$ cat config.mk
export PLATFORM = sky130hd
export DESIGN_NAME = icache_refill_ctrl_flat
export DESIGN_NICKNAME = d
export VERILOG_FILES = /design/src/rtl/icache_refill_ctrl_if.sv /design/src/rtl/icache_refill_ctrl.sv /design/src/flat_wrapper.sv
export SDC_FILE = /design/constraint.sdc
export NUM_CORES = 1
export LEC_CHECK = 0
export CAP_MARGIN = 40
export CORE_MARGIN = 3
export CORE_UTILIZATION = 45
export CTS_BUF_LIST = sky130_fd_sc_hd__clkbuf_8
export DETAILED_ROUTE_END_ITERATION = 7
export GPL_TIMING_DRIVEN = 0
export HOLD_SLACK_MARGIN = 0.08
export PLACE_DENSITY = 0.78
export SYNTH_ARGS = -nofsm -noshare
export SYNTH_HDL_FRONTEND = slang
export SYNTH_SLANG_ARGS = --single-unit
$ cat constraint.sdc
create_clock -name clk -period 2.85 [get_ports clk]
set_input_delay 0.285 -clock clk [delete_from_list [all_inputs] [get_ports clk]]
set_output_delay 0.285 -clock clk [all_outputs]
set_load 0.05 [all_outputs]
$ cat src/rtl/icache_refill_ctrl_if.sv
// icache_refill_ctrl_if: miss/refill bus between the I-cache, the refill controller and backing memory
//   miss_req/miss_addr            : miss report from the cache
//   mem_req/mem_addr              : word read request to memory
//   mem_ack/mem_rdata             : memory read return
//   stall                         : PC and IF/ID hold
//   crit_valid/crit_word          : missed instruction word
//   block_valid/block_addr/block_out : assembled line for the cache write
interface icache_refill_ctrl_if #(
  parameter int DATA_W      = 32,
  parameter int BLOCK_WORDS = 8,
  parameter int ADDR_W      = 32
);
  logic                          miss_req;
  logic [ADDR_W-1:0]             miss_addr;
  logic                          mem_req;
  logic [ADDR_W-1:0]             mem_addr;
  logic                          mem_ack;
  logic [DATA_W-1:0]             mem_rdata;
  logic                          stall;
  logic                          crit_valid;
  logic [DATA_W-1:0]             crit_word;
  logic                          block_valid;
  logic [ADDR_W-1:0]             block_addr;
  logic [DATA_W*BLOCK_WORDS-1:0] block_out;
  modport master (
    output miss_req, miss_addr, mem_ack, mem_rdata,
    input  mem_req, mem_addr, stall, crit_valid, crit_word, block_valid, block_addr, block_out
  );
  modport slave (
    input  miss_req, miss_addr, mem_ack, mem_rdata,
    output mem_req, mem_addr, stall, crit_valid, crit_word, block_valid, block_addr, block_out
  );
endinterface

$ cat src/rtl/icache_refill_ctrl.sv
// icache_refill_ctrl: critical-word-first I-cache line refill engine
//   clk   : rising-edge clock
//   reset : asynchronous active-low reset
//   bus   : icache_refill_ctrl_if slave (miss in, memory request/return, stall, critical word, line out)
module icache_refill_ctrl #(
  parameter int DATA_W      = 32,
  parameter int BLOCK_WORDS = 8,
  parameter int ADDR_W      = 32
) (
  input logic                 clk,
  input logic                 reset,
  icache_refill_ctrl_if.slave bus
);
  localparam int OW = $clog2(BLOCK_WORDS);
  localparam int BW = DATA_W * BLOCK_WORDS;
  typedef enum logic [1:0] {IDLE, FILL, DONE} state_t;
  state_t            state_q;
  logic [ADDR_W-1:0] base_q, mem_addr_q, block_addr_q;
  logic [OW-1:0]     off_q, cnt_q;
  logic              mem_req_q, stall_q, crit_valid_q, block_valid_q;
  logic [DATA_W-1:0] crit_word_q;
  logic [BW-1:0]     block_out_q;
  logic [OW-1:0]     slot, slot_n;
  // slot index wraps naturally in OW bits, keeping every request inside the block
  assign slot   = off_q + cnt_q;
  assign slot_n = slot + 1'b1;
  always_ff @(posedge clk or negedge reset) begin
    if (!reset) begin
      state_q       <= IDLE;
      base_q        <= '0;
      off_q         <= '0;
      cnt_q         <= '0;
      mem_req_q     <= 1'b0;
      mem_addr_q    <= '0;
      stall_q       <= 1'b0;
      crit_valid_q  <= 1'b0;
      crit_word_q   <= '0;
      block_valid_q <= 1'b0;
      block_addr_q  <= '0;
      block_out_q   <= '0;
    end else begin
      crit_valid_q  <= 1'b0;
      block_valid_q <= 1'b0;
      case (state_q)
        IDLE: if (bus.miss_req) begin
          base_q     <= {bus.miss_addr[ADDR_W-1:OW], {OW{1'b0}}};
          off_q      <= bus.miss_addr[OW-1:0];
          cnt_q      <= '0;
          mem_req_q  <= 1'b1;
          mem_addr_q <= bus.miss_addr;
          stall_q    <= 1'b1;
          state_q    <= FILL;
        end
        FILL: if (bus.mem_ack) begin
          block_out_q[slot*DATA_W +: DATA_W] <= bus.mem_rdata;
          cnt_q      <= cnt_q + 1'b1;
          mem_addr_q <= {base_q[ADDR_W-1:OW], slot_n};
          if (cnt_q == '0) begin
            crit_valid_q <= 1'b1;
            crit_word_q  <= bus.mem_rdata;
          end
          if (cnt_q == OW'(BLOCK_WORDS-1)) begin
            mem_req_q     <= 1'b0;
            block_valid_q <= 1'b1;
            block_addr_q  <= base_q;
            state_q       <= DONE;
          end
        end
        default: begin
          stall_q <= 1'b0;
          state_q <= IDLE;
        end
      endcase
    end
  end
  assign bus.mem_req     = mem_req_q;
  assign bus.mem_addr    = mem_addr_q;
  assign bus.stall       = stall_q;
  assign bus.crit_valid  = crit_valid_q;
  assign bus.crit_word   = crit_word_q;
  assign bus.block_valid = block_valid_q;
  assign bus.block_addr  = block_addr_q;
  assign bus.block_out   = block_out_q;
endmodule
$ cat src/flat_wrapper.sv
// flat-port wrapper written by rule: the top's interface ports become plain ports
module icache_refill_ctrl_flat 
#(
  parameter int DATA_W      = 32,
  parameter int BLOCK_WORDS = 8,
  parameter int ADDR_W      = 32
)
  (clk, reset, bus_miss_req, bus_miss_addr, bus_mem_ack, bus_mem_rdata, bus_mem_req, bus_mem_addr, bus_stall, bus_crit_valid, bus_crit_word, bus_block_valid, bus_block_addr, bus_block_out);
  icache_refill_ctrl_if #(.DATA_W(DATA_W), .BLOCK_WORDS(BLOCK_WORDS), .ADDR_W(ADDR_W)) bus_i ();
  input logic clk;
  input logic reset;
  input wire logic [$bits(bus_i.miss_req)-1:0] bus_miss_req;
  input wire logic [$bits(bus_i.miss_addr)-1:0] bus_miss_addr;
  input wire logic [$bits(bus_i.mem_ack)-1:0] bus_mem_ack;
  input wire logic [$bits(bus_i.mem_rdata)-1:0] bus_mem_rdata;
  output wire logic [$bits(bus_i.mem_req)-1:0] bus_mem_req;
  output wire logic [$bits(bus_i.mem_addr)-1:0] bus_mem_addr;
  output wire logic [$bits(bus_i.stall)-1:0] bus_stall;
  output wire logic [$bits(bus_i.crit_valid)-1:0] bus_crit_valid;
  output wire logic [$bits(bus_i.crit_word)-1:0] bus_crit_word;
  output wire logic [$bits(bus_i.block_valid)-1:0] bus_block_valid;
  output wire logic [$bits(bus_i.block_addr)-1:0] bus_block_addr;
  output wire logic [$bits(bus_i.block_out)-1:0] bus_block_out;
  assign bus_i.miss_req = bus_miss_req;
  assign bus_i.miss_addr = bus_miss_addr;
  assign bus_i.mem_ack = bus_mem_ack;
  assign bus_i.mem_rdata = bus_mem_rdata;
  assign bus_mem_req = bus_i.mem_req;
  assign bus_mem_addr = bus_i.mem_addr;
  assign bus_stall = bus_i.stall;
  assign bus_crit_valid = bus_i.crit_valid;
  assign bus_crit_word = bus_i.crit_word;
  assign bus_block_valid = bus_i.block_valid;
  assign bus_block_addr = bus_i.block_addr;
  assign bus_block_out = bus_i.block_out;
  icache_refill_ctrl #(.DATA_W(DATA_W), .BLOCK_WORDS(BLOCK_WORDS), .ADDR_W(ADDR_W)) u_core (.clk(clk), .reset(reset), .bus(bus_i));
endmodule
# After elaboration in Yosys (flattened, before gate mapping)
# Cells that the tools add are included.
dict set report totals {
  in_bits 68
  wordCells 57
  ff_bits 390
}
dict set report classes {
  addsub 4
  mux 22
  n_reduce_logical 11
  n_eq_ne 5
  n_bitwise 1
  shifts 2
}
# cell count
set ops {}
lappend ops {{bitwise mux 256 bit} 1}
lappend ops {{variable shift 32 x 34 -> 256 bit, first input constant} 1}
lappend ops {{variable part select 32 x 34 -> 256 bit} 1}
lappend ops {{two-way mux 32 bit} 2}
lappend ops {{one-hot mux 32 bit (2 select lines)} 1}
lappend ops {{negation 8 -> 34 bit} 1}
lappend ops {{AND reduction 3 bit} 4}
lappend ops {{two-way mux 1 bit} 9}
lappend ops {{adder 3 x 1 -> 3 bit, second input constant} 2}
lappend ops {{two-way mux 2 bit} 3}
lappend ops {{two-way mux 3 bit} 2}
lappend ops {{one-hot mux 3 bit (2 select lines)} 1}
lappend ops {{AND reduction 2 bit} 3}
lappend ops {{!= test 2 bit, second input constant} 2}
lappend ops {{one-hot mux 1 bit (2 select lines)} 2}
lappend ops {{one-hot mux 2 bit (2 select lines)} 1}
lappend ops {{AND reduction 4 bit} 1}
lappend ops {{adder 3 bit} 1}
lappend ops {{== test 3 bit, second input constant} 1}
lappend ops {{zero test 3 bit} 1}
lappend ops {{== test 2 x 1 -> 1 bit, second input constant} 1}
lappend ops {{zero test 2 bit} 1}
lappend ops {{!= test 2 x 1 -> 1 bit, second input constant} 1}
lappend ops {{nonzero test 2 bit} 1}
lappend ops {{NOT 1 bit} 1}

# Longest topological paths before layout
# Gate-level depths: netlist of run 1.
dict set report logic_depth {
  depth_word 4
  depth_mapped 10
  depth_no_buf 8
}

# Worst setup path before layout of run 1
# OpenSTA, ideal clock, no wires.
dict set report synth_timing {
  path_type {reg2reg}
  startpoint {reg u_core.cnt_q[0]}
  endpoint {reg u_core.block_out_q[66], in the netlist u_core.bus.block_out[66]}
  path_stages_with_launch 9
  setup_ns 0.125
  arrival_ns 2.953
  setup_slack_ns -0.227
  path_buffers 1
  period_less_slack_ns 3.077
  path_cell_list {dfrtp_1 ha_1 fa_1 xnor3_2 ha_1 or2_2 a2111oi_4 buf_4 mux2_2}
}
dict set report synth_between {
  elab_chain_len 4
  word_cells_on_any_way 5
  cone_classes {add/sub: 2; shift: 2; mux: 1}
}
# item line_no
set synth_rtl {}
lappend synth_rtl {{start: declaration} icache_refill_ctrl.sv:19} ;# logic [OW-1:0] off_q, cnt_q;
lappend synth_rtl {{start signal: assignment} icache_refill_ctrl.sv:56} ;# cnt_q <= cnt_q + 1'b1;
lappend synth_rtl {{adder 3 bit *} icache_refill_ctrl.sv:25} ;# assign slot = off_q + cnt_q;
lappend synth_rtl {{negation 8 -> 34 bit *} icache_refill_ctrl.sv:55} ;# block_out_q[slot*DATA_W +: DATA_W] <= bus.mem_rdata;
lappend synth_rtl {{variable part select 32 x 34 -> 256 bit or variable shift 32 x 34 -> 256 bit (tied branches)} icache_refill_ctrl.sv:55}
lappend synth_rtl {{bitwise mux 256 bit *} icache_refill_ctrl.sv:55}
lappend synth_rtl {{end signal: indexed assignment} icache_refill_ctrl.sv:55}
lappend synth_rtl {{end: declaration} icache_refill_ctrl.sv:22} ;# logic [BW-1:0] block_out_q;
# Every way passes the cells marked *; elsewhere a longest branch is shown, timed or not.
# A chain may end at the register's enable or synchronous reset.

# Worst setup path in the final report of run 1
dict set report layout_timing {
  startpoint {reg u_core.cnt_q[0]}
  endpoint {reg u_core.block_out_q[146], in the netlist u_core.bus.block_out[146]}
}
# Same word-level chain as after synthesis.

==> metrics, run 1 <==
outcome=finished with violations; violated checks=negative setup slack; Yosys warning count=0; Starting Density=45.76%; DRT Wirelength=49920 µm; Final Hold Fails=0; Least-Margin Pin Slew=0.8611 ns; Layout Cells excl Fill=2201; ant diodes=0; CP required=3.32 ns; RSZ-0062 raised after global routing=true; Final Util=68.09%; WP data arrival=3.49 ns; multi-input combinational cell area=5951 µm²; CP Launch Type=flop; final setup vio count=169; XOR/XNOR Fraction of Synth Area=0.1500%; Slew Viols, Final=0; Die Y=193.6 µm; number of synthesized flops with an enable pin=0; Slew HR=42.47%; most frequent cell after synthesis=dfrtp_1; critical path class=reg2reg; Area Overhead vs Synth=48.80%; share of layout cells above drive strength 1=26.63%; layout filler cell count=2449; largest family of logic cells by synthesized area=multiplexers; GR Util All Layers=25.37%; initial antenna violation count=0; area leader, netlist=dfrtp_1; drt drc=0; # IOs=424; sequential area share after synthesis=61.59%; share of synthesized cell area in full adder, half adder and majority cells=0.6791%; CTS tree=yes; Post-Syn Area=15850 µm²; post-synthesis mux area share=25.50%; Avg WL per Cell=22.68 µm; GR Overflow Total=0; # clock sinks=390; Setup crit end kind=flop; Total Nets Final=1775; Yosys reg bits=390; post-synth cell types=38; Reg2Reg Setup Slack=-0.17 ns; max frequency=331.0 MHz; Num CTS Buffers=66; Hold Crit Class=in2reg; main flop type after synthesis=dfrtp_1; Clock transition at path regs=0.06 ns; vias per cell=5.118; ys async rst share=100.0%; minimum clock period after layout=3.021 ns; Final period util=106.0%; FP Rows=68; die area=37500 µm²; htree depth=3; DR vias=11260; Synth Area in Simple Gates=6.759%; Syn Area/Cell=13.74 µm²; top post-synthesis cells by area=dfrtp_1 (62%), mux2_2 (14%), mux2_4 (5.7%); final antenna-violating net count=0; post-synthesis compound-gate area fraction=1.706%; post-synth top area share=61.59%; Detailed Route Iter0 Violations=479; clock skew=0.02379 ns; largest net degree at the start of global routing=124; PortBufs=420; Commonest cells post-synth=dfrtp_1 (390), mux2_2 (196), nand2_1 (151); hpwl dp=32380 µm; placed insts=2036; iteration count of the initial detailed-routing pass=5; vias in the first global route=12090; CTS Root Cell=clkbuf_8; FF+latch area=9759 µm²; Placer Congestion=0.8049; final worst slack=-0.1714 ns; Synth Instances=1153; Core Area=34630 µm²; Worst-Skew Late Latency=0.59 ns; critical path fanouts, max=10; setup TNS=-12.34 ns; max cap viols=0; Clock Path Buffers=3; first-pass GRT wire length=73770 µm; final hold slack=0.2561 ns; Die W=193.6 µm
[cell type report]
cell class	instances	share of cell area (%)
clock inverters	37	0.7111
clock buffers	78	4.553
multi-input cells	638	25.24
flip-flops and latches	390	41.39
inverters	59	0.9393
repair buffers	479	22.08
well taps	455	2.415
plain buffers	65	2.669
[critical path: stages (launching register included)]
cell and delay [ns]:
dfrtp_1 0.39, ha_2 0.45, clkbuf_8 0.22, inv_1 0.11
ha_4 0.18, ha_4 0.16, or2_4 0.24, a2111o_2 0.51
buf_12 0.17, buf_12 0.15, mux2_4 0.30
[cell families (layout without fill, tap and decap cells)]
kind of cell | count (synthesis) | count (layout)
flops | 390 | 390
mux | 348 | 348
simple gates | 235 | 235
buf+inv | 127 | 718
compound gates | 43 | 43
fa+ha+maj | 8 | 8
other cells | 1 | 3
xor+xnor | 1 | 1
[worst paths after layout]
path                                        endpoint              from  depth (start not counted)
setup / recovery           u_core.bus.block_out[146]   u_core.cnt_q[0]                         10
hold / removal                      u_core.base_q[3]  bus_miss_addr[3]                          3
setup reg to reg           u_core.bus.block_out[146]   u_core.cnt_q[0]                         10
hold reg to reg                      u_core.off_q[0]   u_core.off_q[0]                          2
max in group asynchronous  u_core.bus.block_out[238]             reset                          4
min in group asynchronous  u_core.bus.block_out[250]             reset                          2
[cell usage in the layout (no fill, tap or decap), types with 3 or more instances in the layout]
cell type and n:
clkbuf_16 11, buf_1 7, ha_1 4, inv_6 3
buf_2 5, nand3_1 34, clkbuf_1 26, nor2_1 3
buf_12 27, nor3_4 3, nand2b_4 3, dfrtp_1 390
buf_6 17, buf_8 4, mux2_4 141, buf_16 10
and3_1 28, inv_1 87, nand2_1 150, clkinvlp_4 3
o21ai_0 34, conb_1 3, clkdlybuf4s50_1 419, clkbuf_8 80
mux2_2 124, mux2i_1 81, buf_4 15
[state kept, by name, summed over array words and instances, names as in the netlist]
signal / count
u_core.off_q: 3
u_core.cnt_q: 3
u_core.bus.block_addr: 29
u_core.bus.crit_word: 32
u_core.bus.mem_addr: 32
u_core.bus.crit_valid: 1
u_core.state_q: 2
u_core.bus.mem_req: 1
u_core.bus.stall: 1
u_core.bus.block_out: 256
u_core.bus.block_valid: 1
u_core.base_q: 29
[metal layers]
layer	vias up	global-route usage, %	part of all wire, %	wire length [µm]
met1	5760	31.58	41	20260
met2	411	42.67	49	24520
met3	59	8.462	8.1	4051
met5	-	0	0	0
li1	5034	-	-	-
met4	0	7.045	2.2	1089
[metrics by stage]
step / setup WS, ns / instance area (µm²)
floorplan: 0.004564 / 15880
global placement: -15.39 / 20650
detailed placement: -0.7060 / 20760
CTS: -0.1967 / 23010
global route: -0.2453 / 23580
finish: -0.1714 / 23580
[repair_timing]
item | 4_1_cts | 5_1_grt
gates resized for setup | 142 | 74
pin swaps | 8 | 6
hold buffers | 1 | 0
cloned | 9 | 11
endpoints found under the setup margin | 257 | 251
endpoints found under the hold margin | 84 | 0
buffers inserted | 26 | 8
Power of run 1 is left out: the tool's default activity adds up to more than one toggle a clock period on the data nets, which glitch-free logic cannot reach.
==> run 2, diff against run 1 <==
--- a/config.mk
+++ b/config.mk
@@ -5,14 +5,17 @@
 export SDC_FILE = /design/constraint.sdc
 export NUM_CORES = 1
 export LEC_CHECK = 0
+export ABC_AREA = 1
 export CAP_MARGIN = 40
 export CORE_MARGIN = 3
-export CORE_UTILIZATION = 45
+export CORE_UTILIZATION = 46
 export CTS_BUF_LIST = sky130_fd_sc_hd__clkbuf_8
 export DETAILED_ROUTE_END_ITERATION = 7
 export GPL_TIMING_DRIVEN = 0
 export HOLD_SLACK_MARGIN = 0.08
-export PLACE_DENSITY = 0.78
+export MAX_ROUTING_LAYER = met4
+export PLACE_DENSITY = 0.79
+export SLEW_MARGIN = 10
 export SYNTH_ARGS = -nofsm -noshare
 export SYNTH_HDL_FRONTEND = slang
 export SYNTH_SLANG_ARGS = --single-unit
==> run 2 against run 1 <==
Compared with the run above: the run now ends clean; cell count is 28% higher; maximum frequency is 6.4% higher; worst hold slack worse by 0.037 ns; wire length is 16% higher; worst setup slack better by 0.18 ns; global-route usage is 5.5 points higher; count of clock-buffer cells in the layout is 1 higher; flip-flop and latch count stayed put; utilization is 0.21 points higher; critical endpoint is now u_core.bus.block_out[102].
==> metrics, run 2 <==
DR vias=15110 (was 11260); Placer Congestion=0.9359 (was 0.8049); most frequent cell after synthesis=nand2_1 (was dfrtp_1); CP bufs+invs=5 (was 4); PortBufs=420 (unchanged); hpwl dp=41830 µm (was 32380 µm); htree depth=2 (was 3); share of layout cells above drive strength 1=13.89% (was 26.63%); vias in the first global route=15070 (was 12090); Setup crit end kind=flop (unchanged); die area=37270 µm² (was 37500 µm²); post-synth top area share=60.64% (was 61.59%); number of synthesized flops with an enable pin=0 (unchanged); Largest register FFs=256 (unchanged); FP Rows=67 (was 68); Num CTS Buffers=61 (was 66); top post-synthesis cells by area=dfrtp_1 (61%), nand2_1 (16%), nor2_1 (3.8%) (was dfrtp_1 (62%), mux2_2 (14%), mux2_4 (5.7%)); Reg2Reg Setup Slack=0.01 ns (was -0.17 ns); Core Area=34040 µm² (was 34630 µm²); CTS Root Cell=clkbuf_8 (unchanged); outcome=finished clean (was finished with violations); slowest CP cell=fa_2 (was a2111o_2); commonest non-fill, non-tap cell in the layout=nand2_1 (was clkdlybuf4s50_1); Yosys warning count=0 (unchanged); final setup vio count=0 (was 169); reg2reg start=u_core.off_q[0] (was u_core.cnt_q[0]); Clock transition at path regs=0.06 ns (about the same); Layout Cells excl Fill=2823 (was 2201); CP max stage delay=0.57 ns (was 0.51 ns); Area Overhead vs Synth=44.44% (was 48.80%); first-pass GRT wire length=85650 µm (was 73770 µm); Yosys reg bits=390 (unchanged); Largest delay share family, worst path=adder cells (unchanged); Worst R2R Path Depth=13 (was 10); Syn Area/Cell=8.941 µm² (was 13.74 µm²); Final period util=99.59% (was 106.0%); Avg WL per Cell=20.46 µm (was 22.68 µm); drt drc=0 (unchanged); ys async rst share=100.0% (unchanged); minimum clock period after layout=2.838 ns (was 3.021 ns); Total Nets Final=2404 (was 1775); # IOs=424 (unchanged); DRT Wirelength=57770 µm (was 49920 µm); Synth Instances=1800 (was 1153); Starting Density=47.29% (was 45.76%); main flop type after synthesis=dfrtp_1 (unchanged); clock skew=0.02682 ns (was 0.02379 ns); Worst-Skew Late Latency=0.62 ns (was 0.59 ns); Commonest cells post-synth=nand2_1 (692), dfrtp_1 (390), nor2_1 (163) (was dfrtp_1 (390), mux2_2 (196), nand2_1 (151)); WP data arrival=3.32 ns (was 3.49 ns); Slew HR=55.65% (was 42.47%); CP required=3.33 ns (was 3.32 ns); post-synth cell types=32 (was 38); max cap viols=0 (unchanged); Final Hold Fails=0 (unchanged); # clock sinks=390 (unchanged); GR Overflow Total=0 (unchanged); largest net degree at the start of global routing=115 (was 124); initial antenna violation count=0 (unchanged); area leader, netlist=dfrtp_1 (unchanged); CTS tree=yes (unchanged); Clock Path Buffers=3 (unchanged); sequential area share after synthesis=60.64% (was 61.59%); Hold Crit Class=in2async (was in2reg); GR Util All Layers=30.85% (was 25.37%); Die Y=193.1 µm (was 193.6 µm); Slew Viols, Final=0 (unchanged); iteration count of the initial detailed-routing pass=8 (was 5); crit-path cells=ha_4 -> fa_2 -> inv_2 -> ha_4 -> ha_4 -> buf_12 -> clkinvlp_4 -> buf_6 -> nor2_4 -> nand2_8 -> buf_6 -> nand2_1 -> o21ai_0 (was ha_2 -> clkbuf_8 -> inv_1 -> ha_4 -> ha_4 -> or2_4 -> a2111o_2 -> buf_12 -> buf_12 -> mux2_4); final hold slack=0.2192 ns (was 0.2561 ns); final antenna-violating net count=0 (unchanged); CP Launch Type=flop (unchanged); Least-Margin Pin Slew=0.6632 ns (was 0.8611 ns); vias per cell=5.353 (was 5.118); critical path class=reg2reg (unchanged); critical path fanouts, max=6 (was 10); Detailed Route Iter0 Violations=987 (was 479); placed insts=2673 (was 2036); commonest non-fill, non-tap cells in the layout=nand2_1 (663), clkdlybuf4s50_1 (419), dfrtp_1 (390) (was clkdlybuf4s50_1 (419), dfrtp_1 (390), nand2_1 (150)); most used cell, CP=ha_4; RSZ-0062 raised after global routing=true (unchanged); R2R Path End=u_core.bus.block_out[102] (was u_core.bus.block_out[146]); Post-Syn Area=16090 µm² (was 15850 µm²); max frequency=352.3 MHz (was 331.0 MHz); ant diodes=0 (unchanged); Die W=193.1 µm (was 193.6 µm)
run 2: kinds of logic (layout without fill, tap and decap cells):
logic type	after synthesis	after routing	share of synthesized area, %
xor+xnor	1	1	0.05443
compound gates	224	224	7.642
buf+inv	174	745	4.610
fa+ha+maj	8	8	0.6686
mux	34	34	2.379
other cells	1	3	0.02330
simple gates	968	970	23.98
flops	390	390	60.64
run 2: worst max path at each step:
stage                     from                         to  slack [ns]  depth (start not counted)
2_1_floorplan  u_core.cnt_q[0]   u_core.bus.block_out[40]        0.10                         13
3_3_place_gp             reset  u_core.bus.block_out[115]      -15.15                          1
3_5_place_dp   u_core.cnt_q[0]  u_core.bus.block_out[100]       -0.79                         13
4_1_cts        u_core.cnt_q[0]  u_core.bus.block_out[132]       -0.01                         12
5_1_grt        u_core.off_q[0]  u_core.bus.block_out[102]       -0.08                         13
6_report       u_core.off_q[0]  u_core.bus.block_out[102]        0.01                         13
run 2: metal layers:
| metal | vias to the layer above | wire (µm) | global-route usage (%) |
|---|---|---|---|
| met3 | 166 | 6226 | 9.655 |
| met5 | - | 0 | - |
| met1 | 7320 | 20990 | 35.55 |
| met4 | 0 | 2761 | 12.63 |
| li1 | 6840 | - | - |
| met2 | 785 | 27790 | 50.37 |
run 2: through the flow:
step	worst slack [ns]	instance area, µm²	TNS (ns)	utilization [%]
3_5_place_dp	-0.7922	20950	-147.76	61.57
3_3_place_gp	-15.15	20870	-6025.25	61.31
6_report	0.01169	23250	0	68.30
4_1_cts	-0.01353	22760	-0.01567	66.86
2_1_floorplan	0.1004	16100	0	-
5_1_grt	-0.07804	23250	-0.6713	68.30
run 2: timing repair:
item | in CTS | in global routing
hold endpoints to repair | 62 | 0
resized for setup | 96 | 174
hold buffers | 1 | 0
gates cloned | 6 | 7
pin swaps | 6 | 14
setup buffers | 16 | 10
setup endpoints to repair | 257 | 224
run 2: layout make-up:
cell class	instances	area, µm²
fill	2611	10790
sequential	390	9759
multi-input combinational	1240	5911
timing repair buffer	461	4705
clock buffer	79	1087
buffer	118	790.8
tap	448	560.5
clock inverter	31	216.5
inverter	56	216.5
Power of run 2 is left out for the same reason.
